--- src/rtl/day05_pkg.sv ---
// Shared constants and types for the day-05 input stream writer.
package day05_pkg;

  localparam int DIGITS_DEFAULT = 20;

  localparam logic [7:0] CH_0    = 8'h30;
  localparam logic [7:0] CH_DASH = 8'h2d;
  localparam logic [7:0] CH_NL   = 8'h0a;

  localparam logic KIND_RANGE = 1'b0;
  localparam logic KIND_ID    = 1'b1;

  typedef enum logic [3:0] {
    S_IDLE,
    S_SEP,
    S_CONV_A,
    S_EMIT_A,
    S_DASH,
    S_CONV_B,
    S_EMIT_B,
    S_NL,
    S_DONE
  } state_t;

  typedef enum logic {
    PH_RANGES,
    PH_IDS
  } phase_t;

  typedef struct packed {
    state_t state;
    phase_t phase;
    logic   conv_busy;
  } dbg_t;

endpackage

--- src/rtl/day05_input_writer_if.sv ---
// Item port (valid/ready in) and byte port (valid/ready out) of the day-05 writer.
// Both ports: a transfer happens on the rising clk edge where valid && ready; the source
// holds its payload stable while valid is high and ready is low.
interface day05_input_writer_if #(
  parameter int N_ADDR_BITS = 16
);

  logic                   in_valid;
  logic                   in_ready;
  logic                   in_kind;
  logic [63:0]            in_lo;
  logic [63:0]            in_hi;
  logic                   in_last;
  logic                   out_valid;
  logic                   out_ready;
  logic [7:0]             out_data;
  logic [N_ADDR_BITS:0]   out_addr;
  logic                   done;
  logic                   error;

  modport master (
    output in_valid, in_kind, in_lo, in_hi, in_last, out_ready,
    input  in_ready, out_valid, out_data, out_addr, done, error
  );

  modport slave (
    input  in_valid, in_kind, in_lo, in_hi, in_last, out_ready,
    output in_ready, out_valid, out_data, out_addr, done, error
  );

endinterface

--- src/rtl/bin2bcd_serial.sv ---
// Iterative double-dabble: one input bit per cycle, 64 cycles after start, conv_done pulses
// in the same cycle the final bcd value is registered.
module bin2bcd_serial
  import day05_pkg::*;
#(
  parameter int DIGITS = DIGITS_DEFAULT
) (
  input  logic                  clk,
  input  logic                  rst,
  input  logic                  start,
  input  logic [63:0]           bin,
  output logic                  busy,
  output logic                  conv_done,
  output logic [4*DIGITS-1:0]   bcd
);

  logic [63:0]         sh;
  logic [6:0]          cnt;
  logic [4*DIGITS-1:0] adj;

  always_comb begin
    adj = bcd;
    for (int i = 0; i < DIGITS; i++) begin
      if (bcd[4*i +: 4] >= 4'd5) adj[4*i +: 4] = bcd[4*i +: 4] + 4'd3;
    end
  end

  always_ff @(posedge clk) begin
    if (rst) begin
      busy      <= 1'b0;
      conv_done <= 1'b0;
      cnt       <= '0;
      sh        <= '0;
      bcd       <= '0;
    end else begin
      conv_done <= 1'b0;
      if (start) begin
        sh   <= bin;
        bcd  <= '0;
        cnt  <= 7'd64;
        busy <= 1'b1;
      end else if (busy) begin
        bcd <= {adj[4*DIGITS-2:0], sh[63]};
        sh  <= {sh[62:0], 1'b0};
        cnt <= cnt - 7'd1;
        if (cnt == 7'd1) begin
          busy      <= 1'b0;
          conv_done <= 1'b1;
        end
      end
    end
  end

endmodule

--- src/rtl/day05_input_writer.sv ---
// Serialises ranges and IDs into the day-05 text format, one addressed byte per cycle.
// DAY05_WRITER_TRAILING_NL_EN: when defined, the final ID line is terminated with "\n".
module day05_input_writer
  import day05_pkg::*;
#(
  parameter int N_ADDR_BITS = 16,
  parameter int DIGITS      = DIGITS_DEFAULT
) (
  input  logic                 clk,
  input  logic                 rst,
  day05_input_writer_if.slave  bus,
  output dbg_t                 dbg
);

  localparam int AW    = N_ADDR_BITS + 1;
  localparam int IDX_W = $clog2(DIGITS);

  state_t              state;
  phase_t              phase;
  logic                cur_kind;
  logic                cur_last;
  logic [63:0]         hi_q;
  logic [63:0]         conv_bin;
  logic                conv_start;
  logic                conv_busy;
  logic                conv_done;
  logic [4*DIGITS-1:0] bcd;
  logic [IDX_W-1:0]    dig_idx;
  logic                any_sent;

  logic                slot_free;
  logic                addr_exhausted;
  logic                emit_req;
  logic                emit_fire;
  logic                emit_ovf;
  logic [7:0]          emit_byte;
  logic [3:0]          cur_digit;

  bin2bcd_serial #(.DIGITS(DIGITS)) u_conv (
    .clk       (clk),
    .rst       (rst),
    .start     (conv_start),
    .bin       (conv_bin),
    .busy      (conv_busy),
    .conv_done (conv_done),
    .bcd       (bcd)
  );

  // Highest nonzero digit; an all-zero value still prints one "0".
  function automatic logic [IDX_W-1:0] msd_index(input logic [4*DIGITS-1:0] v);
    msd_index = '0;
    for (int i = 0; i < DIGITS; i++) begin
      if (v[4*i +: 4] != 4'd0) msd_index = IDX_W'(i);
    end
  endfunction

  always_comb begin
    slot_free      = !bus.out_valid || bus.out_ready;
    addr_exhausted = any_sent && (&bus.out_addr);
    cur_digit      = bcd[{dig_idx, 2'b00} +: 4];
    emit_req       = 1'b0;
    emit_byte      = CH_NL;
    case (state)
      S_SEP, S_NL:        emit_req = 1'b1;
      S_DASH:             begin emit_req = 1'b1; emit_byte = CH_DASH; end
      S_EMIT_A, S_EMIT_B: begin emit_req = 1'b1; emit_byte = CH_0 + {4'd0, cur_digit}; end
      default:            emit_req = 1'b0;
    endcase
    emit_fire = emit_req && slot_free && !addr_exhausted;
    emit_ovf  = emit_req && slot_free && addr_exhausted;
  end

  assign dbg = '{state: state, phase: phase, conv_busy: conv_busy};

  always_ff @(posedge clk) begin
    if (rst) begin
      state         <= S_IDLE;
      phase         <= PH_RANGES;
      cur_kind      <= KIND_RANGE;
      cur_last      <= 1'b0;
      hi_q          <= '0;
      conv_bin      <= '0;
      conv_start    <= 1'b0;
      dig_idx       <= '0;
      any_sent      <= 1'b0;
      bus.in_ready  <= 1'b0;
      bus.out_valid <= 1'b0;
      bus.out_data  <= '0;
      bus.out_addr  <= '0;
      bus.done      <= 1'b0;
      bus.error     <= 1'b0;
    end else begin
      conv_start <= 1'b0;
      if (bus.out_ready) bus.out_valid <= 1'b0;
      if (emit_fire) begin
        bus.out_valid <= 1'b1;
        bus.out_data  <= emit_byte;
        bus.out_addr  <= any_sent ? bus.out_addr + AW'(1) : '0;
        any_sent      <= 1'b1;
      end

      case (state)
        S_IDLE: begin
          if (bus.in_valid && bus.in_ready) begin
            bus.in_ready <= 1'b0;
            cur_kind     <= bus.in_kind;
            cur_last     <= bus.in_last;
            conv_bin     <= bus.in_lo;
            hi_q         <= bus.in_hi;
            if (bus.in_kind == KIND_RANGE) begin
              if (phase == PH_IDS) begin
                // Range after the ID section started: drop it.
                bus.error <= 1'b1;
                if (bus.in_last) state <= S_DONE;
                else bus.in_ready <= 1'b1;
              end else begin
                conv_start <= 1'b1;
                state      <= S_CONV_A;
              end
            end else if (phase == PH_RANGES) begin
              state <= S_SEP;
            end else begin
              conv_start <= 1'b1;
              state      <= S_CONV_A;
            end
          end else begin
            bus.in_ready <= 1'b1;
          end
        end
        S_SEP: begin
          if (emit_fire) begin
            phase <= PH_IDS;
            if (cur_kind == KIND_ID) begin
              conv_start <= 1'b1;
              state      <= S_CONV_A;
            end else begin
              state <= S_DONE;
            end
          end
        end
        S_CONV_A: begin
          if (conv_done) begin
            dig_idx <= msd_index(bcd);
            state   <= S_EMIT_A;
          end
        end
        S_EMIT_A: begin
          if (emit_fire) begin
            if (dig_idx != '0) begin
              dig_idx <= dig_idx - 1'b1;
            end else if (cur_kind == KIND_RANGE) begin
              state <= S_DASH;
            end else if (cur_last) begin
`ifdef DAY05_WRITER_TRAILING_NL_EN
              state <= S_NL;
`else
              state <= S_DONE;
`endif
            end else begin
              state <= S_NL;
            end
          end
        end
        S_DASH: begin
          if (emit_fire) begin
            conv_bin   <= hi_q;
            conv_start <= 1'b1;
            state      <= S_CONV_B;
          end
        end
        S_CONV_B: begin
          if (conv_done) begin
            dig_idx <= msd_index(bcd);
            state   <= S_EMIT_B;
          end
        end
        S_EMIT_B: begin
          if (emit_fire) begin
            if (dig_idx != '0) dig_idx <= dig_idx - 1'b1;
            else state <= S_NL;
          end
        end
        S_NL: begin
          if (emit_fire) begin
            if (!cur_last) state <= S_IDLE;
            else if (cur_kind == KIND_RANGE) state <= S_SEP;
            else state <= S_DONE;
          end
        end
        S_DONE: begin
          bus.in_ready <= 1'b0;
          if (slot_free) bus.done <= 1'b1;
        end
        default: state <= S_IDLE;
      endcase

      // Address space used up with more text to write: drop the byte and stop.
      if (emit_ovf) begin
        bus.error <= 1'b1;
        state     <= S_DONE;
      end
    end
  end

endmodule

--- src/flat_wrapper.sv ---
// flat-port wrapper written by rule: the top's interface ports become plain ports
module day05_input_writer_flat import day05_pkg::*;
#(
  parameter int N_ADDR_BITS = 16,
  parameter int DIGITS      = DIGITS_DEFAULT
)
  (clk, rst, dbg, bus_in_valid, bus_in_kind, bus_in_lo, bus_in_hi, bus_in_last, bus_out_ready, bus_in_ready, bus_out_valid, bus_out_data, bus_out_addr, bus_done, bus_error);
  day05_input_writer_if #(.N_ADDR_BITS(N_ADDR_BITS)) bus_i ();
  input  logic clk;
  input  logic rst;
  output dbg_t dbg;
  input wire logic [$bits(bus_i.in_valid)-1:0] bus_in_valid;
  input wire logic [$bits(bus_i.in_kind)-1:0] bus_in_kind;
  input wire logic [$bits(bus_i.in_lo)-1:0] bus_in_lo;
  input wire logic [$bits(bus_i.in_hi)-1:0] bus_in_hi;
  input wire logic [$bits(bus_i.in_last)-1:0] bus_in_last;
  input wire logic [$bits(bus_i.out_ready)-1:0] bus_out_ready;
  output wire logic [$bits(bus_i.in_ready)-1:0] bus_in_ready;
  output wire logic [$bits(bus_i.out_valid)-1:0] bus_out_valid;
  output wire logic [$bits(bus_i.out_data)-1:0] bus_out_data;
  output wire logic [$bits(bus_i.out_addr)-1:0] bus_out_addr;
  output wire logic [$bits(bus_i.done)-1:0] bus_done;
  output wire logic [$bits(bus_i.error)-1:0] bus_error;
  assign bus_i.in_valid = bus_in_valid;
  assign bus_i.in_kind = bus_in_kind;
  assign bus_i.in_lo = bus_in_lo;
  assign bus_i.in_hi = bus_in_hi;
  assign bus_i.in_last = bus_in_last;
  assign bus_i.out_ready = bus_out_ready;
  assign bus_in_ready = bus_i.in_ready;
  assign bus_out_valid = bus_i.out_valid;
  assign bus_out_data = bus_i.out_data;
  assign bus_out_addr = bus_i.out_addr;
  assign bus_done = bus_i.done;
  assign bus_error = bus_i.error;
  day05_input_writer #(.N_ADDR_BITS(N_ADDR_BITS), .DIGITS(DIGITS)) u_core (.clk(clk), .rst(rst), .bus(bus_i), .dbg(dbg));
endmodule
--- config.mk ---
export PLATFORM = sky130hd
export DESIGN_NAME = day05_input_writer_flat
export DESIGN_NICKNAME = d
export VERILOG_FILES = /design/src/rtl/day05_pkg.sv /design/src/rtl/day05_input_writer_if.sv /design/src/rtl/bin2bcd_serial.sv /design/src/rtl/day05_input_writer.sv /design/src/flat_wrapper.sv
export SDC_FILE = /design/constraint.sdc
export NUM_CORES = 1
export LEC_CHECK = 0
export CAP_MARGIN = 20
export CORE_MARGIN = 3
export CORE_UTILIZATION = 57
export CTS_CLUSTER_DIAMETER = 50
export DETAILED_ROUTE_END_ITERATION = 7
export GPL_TIMING_DRIVEN = 1
export PLACE_DENSITY = 0.8
export SETUP_SLACK_MARGIN = 0.3
export SYNTH_ARGS = -nofsm -noshare
export SYNTH_HDL_FRONTEND = slang
export SYNTH_SLANG_ARGS = --single-unit
--- constraint.sdc ---
create_clock -name clk -period 2.85 [get_ports clk]
set_input_delay 0.4275 -clock clk [delete_from_list [all_inputs] [get_ports clk]]
set_output_delay 0.4275 -clock clk [all_outputs]
set_load 0.05 [all_outputs]
==> summary.md, run 1 <==
| Metric | Value |
|---|---|
| Status | complete, no violations |
| Row cnt | 61 |
| Top cell type's share of synthesized area | 39.5% |
| Routed vias/inst | about 5.8 |
| Die area | roughly 31,000 um^2 |
| Worst IR drop on VDD | 624 uV |
| Leak Pwr | ~7.2 nW |
| Synth-to-Final Area Change | 23.4% |
| RSZ-0062 raised after global routing | true |
| DR WL/cell | roughly 17 um |
| Top cell type by total area after synthesis | dfxtp_1 |
| IO Count | roughly 170 |
| Syn. warnings | 0 |
| Gate Count Post-Synth | 1,964 |
| Later-pin clock latency in the skew report | 0.53 ns |
| Slew margin rel. | between 40% and 50% |
| Synth Cell Area | between 15,000 and 20,000 um^2 |
| CTS tree | built |
| Top Layer Used | met4 |
| Wl on met1 | 18.2 mm |
| Startpoint Class | flip-flop |
| Met2 Routed Length | roughly 20 mm |
| Critical path endpoint category | flip-flop |
| Non-Filler Instances | about 2,500 |
| Largest net degree at the start of global routing | between 150 and 200 |
| Placed Cells | approximately 2,400 |
| Gpl congestion | ~0.84 |
| Number of enable flip-flop cells after synthesis | 0 |
| Synth top cells by count | 381 x nand2_1, 322 x dfxtp_1, 261 x a21oi_1 |
| Total grt overflow | 0 |
| CP arrival | 3.13 ns |
| Count leader, synth | nand2_1 |
| Hold Path Class | input pin to flip-flop |
| Die Y | between 150 and 200 um |
| # nets final | about 2,300 |
| Register area share after synthesis | 39.5% |
| Dpl ws | roughly 0.041 ns |
| Initial Util | between 50% and 60% |
| Number of global-route vias before repair | around 14,000 |
| Number of inserted diodes | 0 |
| Port bufs | around 170 |
| Synth cell types | 66 |
| Die width | roughly 180 um |
| DRC violations left | 0 |
| Setup ws final | 0.146 ns |
| Design area | ~20,000 um^2 |
| Fmax | around 0.37 GHz |
| First-pass iteration count of the detailed router | 5 |
| Clk buf depth | 3 |
| Power Dens Cells | 706 nW/um^2 |
| Core footprint | about 28,000 um^2 |
| Clock slew at reported path FFs | 0.07 ns |
| Layout cell share with drive strength beyond 1 | 13.0% |
| Total GRT Usage | around 25% |
| Fin Setup TNS | 0 ns |
| Overall power | ~14 mW |
| Final ANT Viol Nets | 0 |
| Min cycle time layout | between 2 and 3 ns |
| Met3 routed WL | about 2.5 mm |
| Main area contributors after synthesis | dfxtp_1 39%, nand2_1 8.8%, a21oi_1 8.0%, a311oi_2 5.5%, mux2i_1 5.3% |
| Detailed placement HPWL | between 20 and 30 mm |
| First-pass GRT wire length | 66.6 mm |
| CP Class | flip-flop to flip-flop |
| Ys flop type | dfxtp_1 |
| H-tree level count | 2 |
| Hold-fix buffers at CTS | 0 |
| Async set-reset flop share out of synthesis | 0% |
| Iter 0 DRT Violations | 1,405 |
| Placed inst area | roughly 18,000 um^2 |
| Hold Vio Cnt, Final | 0 |
| Maxcap violations | 0 |
| Hold Slack | about 0.38 ns |
| Final max-slew violation count | 0 |
| Final design utilization | a little under three quarters |
| WP data required | roughly 3.3 ns |
| Avg Inst Size Synth | 8.32 um^2 |
| Final setup viols | 0 |
| Initial antenna violation count | 0 |
| Register bit total from synthesis | ~320 |
| Clk sinks | 322 |
| Via count of the routed design | 14,500 |
| Worst-Margin Slew | roughly 0.87 ns |
| Final WL | 42.0 mm |
| Clk Tree Root Cell | clkbuf_16 |
| Crit-path max FO | 10 |
| TritonCTS Buffers | 39 |
| Period utilization | 94.9% |
| Worst clock skew | between 0.02 and 0.03 ns |
critical path, cell delays in order, from the launching register on:
cell       delay, ns
dfxtp_4         0.34
and3_4          0.18
nand3_4         0.09
nor4_2          0.06
ha_2            0.16
and2_4          0.16
or4_4           0.57
mux2i_4         0.26
buf_8           0.20
clkbuf_16       0.19
a21oi_2         0.07
a311oi_2        0.31
per-layer routing:
metal,vias to the layer above,global-route usage [%]
met4,0,6.68
met3,78,3.70
met1,6925,34.1
li1,7045,-
met2,499,43.4
met5,-,0
cell families after synthesis:
logic type | synth area share (%)
AOI/OAI and AO/OA | 20.2
other | 0.0230
xor gates and xnor gates | 3.00
muxes | 8.36
buffers and inverters | 5.45
adders and majority gates | 3.75
DFF | 39.5
and+or+nand+nor | 19.7
registers in the layout, indices dropped and copies added, names as in the netlist, 5 cells and up:
register,cells
u_core.bus.out_addr,17
u_core.bus.out_data,6
u_core.conv_bin,64
u_core.dig_idx,5
u_core.hi_q,64
u_core.u_conv.bcd,80
u_core.u_conv.cnt,7
u_core.u_conv.sh,64
repair_timing:
action,4_1_cts,5_1_grt
gates cloned,3,6
pin swaps,1,9
resized for setup,10,16
buffers inserted,9,4
setup endpoints to repair,66,77
where the power goes:
part	switching [mW]	internal [mW]	total, mW
Combinational	2.17	1.59	3.76
Sequential	0.344	4.97	5.31
Clock	1.99	3.17	5.16
layout make-up:
cell class,count,area [um^2]
Clock buffer,51,1120
Fill cell,2047,7850
Inverter,59,221
Sequential cell,322,6490
Tap cell,378,473
Multi-Input combinational cell,1438,9150
Timing Repair Buffer,221,2460
Clock inverter,21,240
placed cells by master (no fill, tap or decap), types with 4 or more instances in the layout:
master / Yosys / routed
o21ai_0: 53 / 53
xnor2_1: 49 / 49
nor3b_1: 16 / 16
bufinv_16: 0 / 4
o211ai_1: 23 / 23
dfxtp_1: 322 / 307
nand3_1: 58 / 54
nand4_1: 6 / 6
clkbuf_16: 0 / 47
or4_1: 7 / 6
a21o_1: 20 / 20
buf_16: 0 / 4
a21oi_2: 20 / 20
clkbuf_1: 101 / 4
nor4_1: 12 / 9
or3b_2: 9 / 9
a311oi_2: 60 / 60
clkbuf_8: 0 / 7
nor2_1: 185 / 185
a311oi_1: 4 / 4
a211oi_1: 6 / 6
mux2i_1: 87 / 87
dfxtp_4: 0 / 11
nor3_1: 15 / 14
xor2_1: 7 / 7
nor2b_1: 7 / 6
mux4_2: 20 / 20
clkinv_2: 0 / 8
a21oi_1: 261 / 261
dfxtp_2: 0 / 4
clkdlybuf4s50_1: 0 / 165
buf_4: 11 / 26
inv_1: 59 / 59
ha_1: 49 / 47
buf_12: 0 / 13
nand2b_1: 27 / 26
nand2_1: 381 / 379
a22oi_1: 5 / 5
final timing paths:
check | start | end | slack [ns] | depth (start not counted)
setup / recovery | u_core.bus.out_addr[11] | u_core.conv_bin[12] | 0.15 | 11
setup reg to reg | u_core.bus.out_addr[11] | u_core.conv_bin[12] | 0.15 | 11
hold reg to reg | u_core.hi_q[7] | u_core.hi_q[7] | 0.45 | 2
hold / removal | rst | u_core.u_conv.sh[55] | 0.38 | 2
Power figures use the tool's default switching activity.
==> run 2: changes to the inputs <==
- CORE_ASPECT_RATIO: unset -> 0.75
==> summary.md, run 2 (same netlist as run 1, synthesis figures left out) <==
| Metric | Value |
|---|---|
| Status | complete, no violations |
| Iter 0 DRT Violations | 1,318 (-6.2%) |
| Combinational share of power | 29.1% (+2.7 points) |
| DRC violations left | 0 (unchanged) |
| First-pass GRT wire length | 74.1 mm (+11%) |
| Number of global-route vias before repair | 14,500 (+6.5%) |
| Clk Tree Root Cell | clkbuf_16 |
| Final WL | 47.1 mm (+12%) |
| Die Y | 153 um (-13%) |
| Worst flop-to-flop path startpoint | u_core.bus.out_addr[10] |
| Worst Setup EP | u_core.conv_bin[1] |
| Power Internal | 9.81 mW (+0.83%) |
| Startpoint Class | flip-flop |
| CTS tree | built |
| Setup ws final | 0.0464 ns (-0.0992 ns) |
| Worst Setup SP | u_core.bus.out_addr[10] |
| Gpl congestion | 0.913 (+8.3%) |
| Power Dens Cells | 712 nW/um^2 (+0.89%) |
| FILL cells | 1,967 (-3.9%) |
| Total grt overflow | 0 (unchanged) |
| Min cycle time layout | 2.80 ns (+0.0992 ns) |
| Fmax | 0.357 GHz (-3.5%) |
| Via count of the routed design | 15,200 (+4.3%) |
| WHS Path Cells | 2 (unchanged) |
| H-tree level count | 2 (unchanged) |
| Most frequent cells in the layout | 379 x nand2_1, 307 x dfxtp_1, 247 x a21oi_1 |
| Worst-Margin Slew | 1.02 ns (+0.153 ns) |
| Cells on worst reg2reg path | 13 (+2) |
| Synth-to-Final Area Change | 25.4% |
| Hold Path Class | input pin to flip-flop |
| Number of inserted diodes | 0 (unchanged) |
| Core footprint | 28,100 um^2 (+0.38%) |
| Leak Pwr | 7.29 nW (+2.0%) |
| Design area | 20,500 um^2 (+1.6%) |
| Hold Slack | 0.228 ns (-0.153 ns) |
| WP data required | 3.27 ns (about the same) |
| Initial antenna violation count | 0 (unchanged) |
| Final setup viols | 0 (unchanged) |
| Most common cell after layout, fill and taps aside | nand2_1 |
| Port bufs | 166 (unchanged) |
| Maxcap violations | 0 (unchanged) |
| Max reg flops | 80 (unchanged) |
| Slew margin rel. | 31.9% (-10 points) |
| Row cnt | 53 (-13%) |
| Final design utilization | 72.8% (+0.87 points) |
| DR WL/cell | 18.8 um (+11%) |
| First-pass iteration count of the detailed router | 6 (+1) |
| Die width | 201 um (+15%) |
| RSZ-0062 raised after global routing | true |
| Total GRT Usage | 28.9% (+3.4 points) |
| IO Count | 169 (unchanged) |
| Die area | 30,700 um^2 (about the same) |
| Fin Setup TNS | 0 ns (unchanged) |
| Final max-slew violation count | 0 (unchanged) |
| Worst clock skew | 0.0282 ns (-0.000975 ns) |
| Clk sinks | 322 (unchanged) |
| Dpl ws | 0.0420 ns (+0.000805 ns) |
| Routed vias/inst | 6.05 (+3.6%) |
| Crit-path max FO | 6 (-4) |
| FF/Latch Area | 6490 um^2 (unchanged) |
| Psw | 4.78 mW (+6.1%) |
| CP arrival | 3.23 ns (+0.10 ns) |
| R2R setup slack | 0.05 ns (-0.10 ns) |
| CP Class | flip-flop to flip-flop |
| Initial Util | 58.1% (-0.22 points) |
| Sw frac | 32.7% (+1.1 points) |
| # nets final | 2,278 (+0.62%) |
| Hold-fix buffers at CTS | 0 (unchanged) |
| Area of the multi-input gates | 9240 um^2 (+1.0%) |
| Placed inst area | 18,300 um^2 (about the same) |
| Largest net degree at the start of global routing | 206 (+20%) |
| Hold Vio Cnt, Final | 0 (unchanged) |
| Later-pin clock latency in the skew report | 0.53 ns (about the same) |
| Clock slew at reported path FFs | 0.07 ns (about the same) |
| Period utilization | 98.4% (+3.5 points) |
| Worst IR drop on VDD | 447 uV (-28%) |
| Layout cell share with drive strength beyond 1 | 14.2% (+1.2 points) |
| Clock Power Share | 34.3% (-1.9 points) |
| Register bank with the most flops | u_core.u_conv.bcd |
| Detailed placement HPWL | 27.9 mm (+6.4%) |
| Critical path endpoint category | flip-flop |
| TritonCTS Buffers | 36 (-7.7%) |
| Final ANT Viol Nets | 0 (unchanged) |
| Capturing point of the worst reg2reg path | u_core.conv_bin[1] |
| Clk buf depth | 3 (unchanged) |
| Reg power frac | 36.6% (-0.8 points) |
==> run 2: how the worst min path moves through the flow <==
stage,from,endpoint,slack (ns)
2_1_floorplan,u_core.hi_q[0],u_core.hi_q[0],0.44
3_3_place_gp,u_core.hi_q[6],u_core.hi_q[6],0.44
3_5_place_dp,u_core.hi_q[14],u_core.hi_q[14],0.45
4_1_cts,rst,u_core.bus.out_data[5],0.20
5_1_grt,rst,u_core.bus.out_addr[0],0.23
6_report,rst,u_core.bus.out_addr[16],0.23
==> run 2: what timing repair did <==
action | CTS | global route
gates cloned | 12 | 2
setup endpoints to repair | 69 | 72
buffers inserted | 25 | 2
gates resized for setup | 40 | 15
pin swaps | 27 | 17
==> run 2: worst max-delay path, stage by stage, from the launching register on <==
cell and delay, ns:
dfxtp_4 0.34, and3_4 0.19, nand3_4 0.10, nor4_4 0.06, ha_2 0.16, and2_4 0.15, or4_4 0.54, mux2i_4 0.27
buf_6 0.16, buf_6 0.09, buf_12 0.12, buf_12 0.15, a21oi_2 0.08, a311oi_2 0.28
==> run 2: stage by stage <==
stage,std cells,total power [mW]
final,2508,14.6
after global routing,2508,15.1
after CTS,2504,14.3
after detailed placement,2401,8.69
after global placement,2401,8.58
after floorplan,1965,7.79
==> run 2: power by group through the flow <==
stage                     logic (mW)  registers (mW)  clock network (mW)
after detailed placement        3.31            5.39                   0
after global routing            4.48            5.37                5.23
final                           4.25            5.34                5.00
after CTS                       4.00            5.30                5.01
after floorplan                 2.39            5.40                   0
after global placement          3.20            5.37                   0
==> run 2: final cells by class <==
type	instances	area share, %
Clock buffer	53	5.55
Clock inverter	13	0.831
Inverter	59	1.08
Multi-Input combinational cell	1438	45.1
Sequential cell	322	31.7
Tap cell	385	2.35
Timing Repair Buffer	238	13.3
==> run 2: metal layers <==
metal / GRT usage, % / vias up / part of all wire [%]
li1: - / 7079 / -
met1: 40.2 / 7332 / 44
met2: 46.3 / 658 / 46
met3: 4.83 / 104 / 8.0
met4: 8.80 / 0 / 2.4
met5: 0 / - / 0
==> run 3: changes to the inputs <==
- CTS_BUF_LIST: unset -> sky130_fd_sc_hd__clkbuf_8 sky130_fd_sc_hd__clkbuf_16
- clock period: 2.85 -> 2.92 ns (I/O delays scaled with it)
==> summary.md, run 3 (same netlist as run 1, synthesis figures left out) <==
| Metric | Value |
|---|---|
| IO Count | 169 (unchanged) |
| Hold-fix buffers at CTS | 0 (unchanged) |
| Row cnt | 53 (unchanged) |
| Max reg flops | 80 (unchanged) |
| Min cycle time layout | 2.64 ns (-0.164 ns) |
| Startpoint Class | flip-flop |
| DRC violations left | 0 (unchanged) |
| Total GRT Usage | 27.0% (-1.9 points) |
| Final WL | 43.8 mm (-7.0%) |
| CP arrival | 2.99 ns (-0.24 ns) |
| Power Dens Cells | 683 nW/um^2 (-4.1%) |
| Slew margin rel. | 28.2% (-3.6 points) |
| Die Y | 153 um (unchanged) |
| Clk buf depth | 3 (unchanged) |
| Gpl congestion | 0.859 (-5.9%) |
| Cells on worst reg2reg path | 12 (-1) |
| Period utilization | 90.4% (-8.0 points) |
| Hold Vio Cnt, Final | 0 (unchanged) |
| Hold_sp | rst |
| Final setup viols | 0 (unchanged) |
| Port bufs | 166 (unchanged) |
| Fmax | 0.379 GHz (+6.2%) |
| Leak Pwr | 7.08 nW (-2.9%) |
| Worst clock skew | 0.0288 ns (+0.000611 ns) |
| Register bank with the most flops | u_core.u_conv.bcd |
| Detailed placement HPWL | 27.7 mm (-0.89%) |
| Endpoint, Worst Hold | u_core.bus.out_data[4] |
| Critical path endpoint category | flip-flop |
| Most frequent cells in the layout | 379 x nand2_1, 309 x dfxtp_1, 261 x a21oi_1 |
| DR WL/cell | 17.6 um (-6.3%) |
| Die width | 201 um (unchanged) |
| Final max-slew violation count | 0 (unchanged) |
| WP data required | 3.27 ns (about the same) |
| Later-pin clock latency in the skew report | 0.52 ns (about the same) |
| First-pass GRT wire length | 70.4 mm (-5.1%) |
| Crit-path max FO | 8 (+2) |
| Fin Setup TNS | 0 ns (unchanged) |
| CP Class | flip-flop to flip-flop |
| Capturing point of the worst reg2reg path | u_core.conv_bin[62] |
| Worst IR drop on VDD | 438 uV (-2.2%) |
| RSZ-0062 raised after global routing | true |
| Maxcap violations | 0 (unchanged) |
| Routed vias/inst | 5.88 (-2.7%) |
| WHS Path Cells | 2 (unchanged) |
| Core footprint | 28,100 um^2 (unchanged) |
| Largest net degree at the start of global routing | 207 (+0.49%) |
| Clock slew at reported path FFs | 0.06 ns (about the same) |
| Clk sinks | 322 (unchanged) |
| Worst-Margin Slew | 1.08 ns (+0.0546 ns) |
| Initial antenna violation count | 1 (+1) |
| Initial Util | 58.1% (unchanged) |
| # nets final | 2,260 (-0.79%) |
| Total grt overflow | 0 (unchanged) |
| Layout cell share with drive strength beyond 1 | 12.5% (-1.7 points) |
| Die area | 30,700 um^2 (unchanged) |
| Iter 0 DRT Violations | 1,229 (-6.8%) |
| Overall power | 13.6 mW (-6.5%) |
| Synth-to-Final Area Change | 22.3% |
| Worst Setup SP | u_core.bus.out_addr[11] |
| Via count of the routed design | 14,700 (-3.4%) |
| R2R setup slack | 0.28 ns (+0.23 ns) |
| Hold Path Class | input pin to flip-flop |
| Number of global-route vias before repair | 13,900 (-4.2%) |
| Clk Tree Root Cell | clkbuf_16 |
| Final ANT Viol Nets | 0 (unchanged) |
| Status | complete, no violations |
| First-pass iteration count of the detailed router | 5 (-1) |
| Worst flop-to-flop path startpoint | u_core.bus.out_addr[11] |
| Most common cell after layout, fill and taps aside | nand2_1 |
| H-tree level count | 2 (unchanged) |
| CTS tree | built |
| TritonCTS Buffers | 36 (unchanged) |
[run 3: cell types whose count changed in the layout (fill, tap and decap cells not counted), moves of 6 or more]
| cell | change |
|---|---|
| buf_16 | -9 |
| a21oi_2 | -7 |
| clkbuf_8 | -10 |
| a21oi_4 | -7 |
| inv_1 | +6 |
| buf_4 | -6 |
| a21oi_1 | +14 |
[run 3: final cells by class]
type / count / area, um^2
Multi-Input combinational cell: 1438 / 9140
Sequential cell: 322 / 6480
Antenna cell: 1 / 2.50
Clock buffer: 39 / 942
Timing Repair Buffer: 220 / 2410
Fill cell: 2094 / 8140
Inverter: 59 / 221
Tap cell: 385 / 482
Clock inverter: 26 / 303
[run 3: routing by layer]
metal  part of all wire [%]  wire length [um]  global-route usage (%)
met1                     46             20200                    39.6
met3                    6.9              3010                    3.89
met2                     45             19800                    42.1
met4                    1.8               809                    6.57
met5                      0                 0                       0
[run 3: worst max-delay path by stage]
stage / end / cells past startpoint / slack [ns]
floorplan: u_core.conv_bin[10] / 12 / 0.28
finish: u_core.conv_bin[62] / 12 / 0.28
detailed placement: u_core.dig_idx[1] / 10 / 0.11
CTS: u_core.conv_bin[60] / 12 / 0.26
global route: u_core.dig_idx[1] / 10 / 0.19
global placement: u_core.conv_bin[21] / 10 / 0.16
[run 3: critical path, cell delays in order (launching register included)]
cell	delay [ns]
dfxtp_4	0.34
and3_4	0.18
nand3_4	0.09
nor4_2	0.06
ha_2	0.17
and2_4	0.17
or4_4	0.55
mux2i_4	0.18
buf_12	0.14
and2_4	0.20
buf_6	0.15
clkbuf_16	0.17
a311oi_2	0.08
[run 3: where the power goes]
part	switching, mW	internal [mW]	total (mW)	leakage (nW)
registers	0.359	4.86	5.21	2.62
clock network	1.88	2.88	4.76	0.630
logic	2.17	1.50	3.67	3.84
total	4.40	9.24	13.6	7.08
[run 3: what timing repair did]
action                                  in CTS  in global routing
cloned                                       4                  3
endpoints found under the setup margin      68                 68
pin swaps                                    1                  4
buffers inserted                            13                  0
gates resized for setup                     18                 11
[run 3: metrics by stage]
step / util [%] / setup slack, ns / hold WS (ns) / cells / cell area, um^2
floorplan: - / 0.276 / 0.437 / 1965 / 16400
global placement: 65.0 / 0.161 / 0.442 / 2404 / 18300
detailed placement: 65.0 / 0.105 / 0.447 / 2404 / 18300
CTS: 70.5 / 0.265 / 0.213 / 2486 / 19800
global route: 71.1 / 0.188 / 0.243 / 2490 / 20000
finish: 71.1 / 0.280 / 0.238 / 2490 / 20000
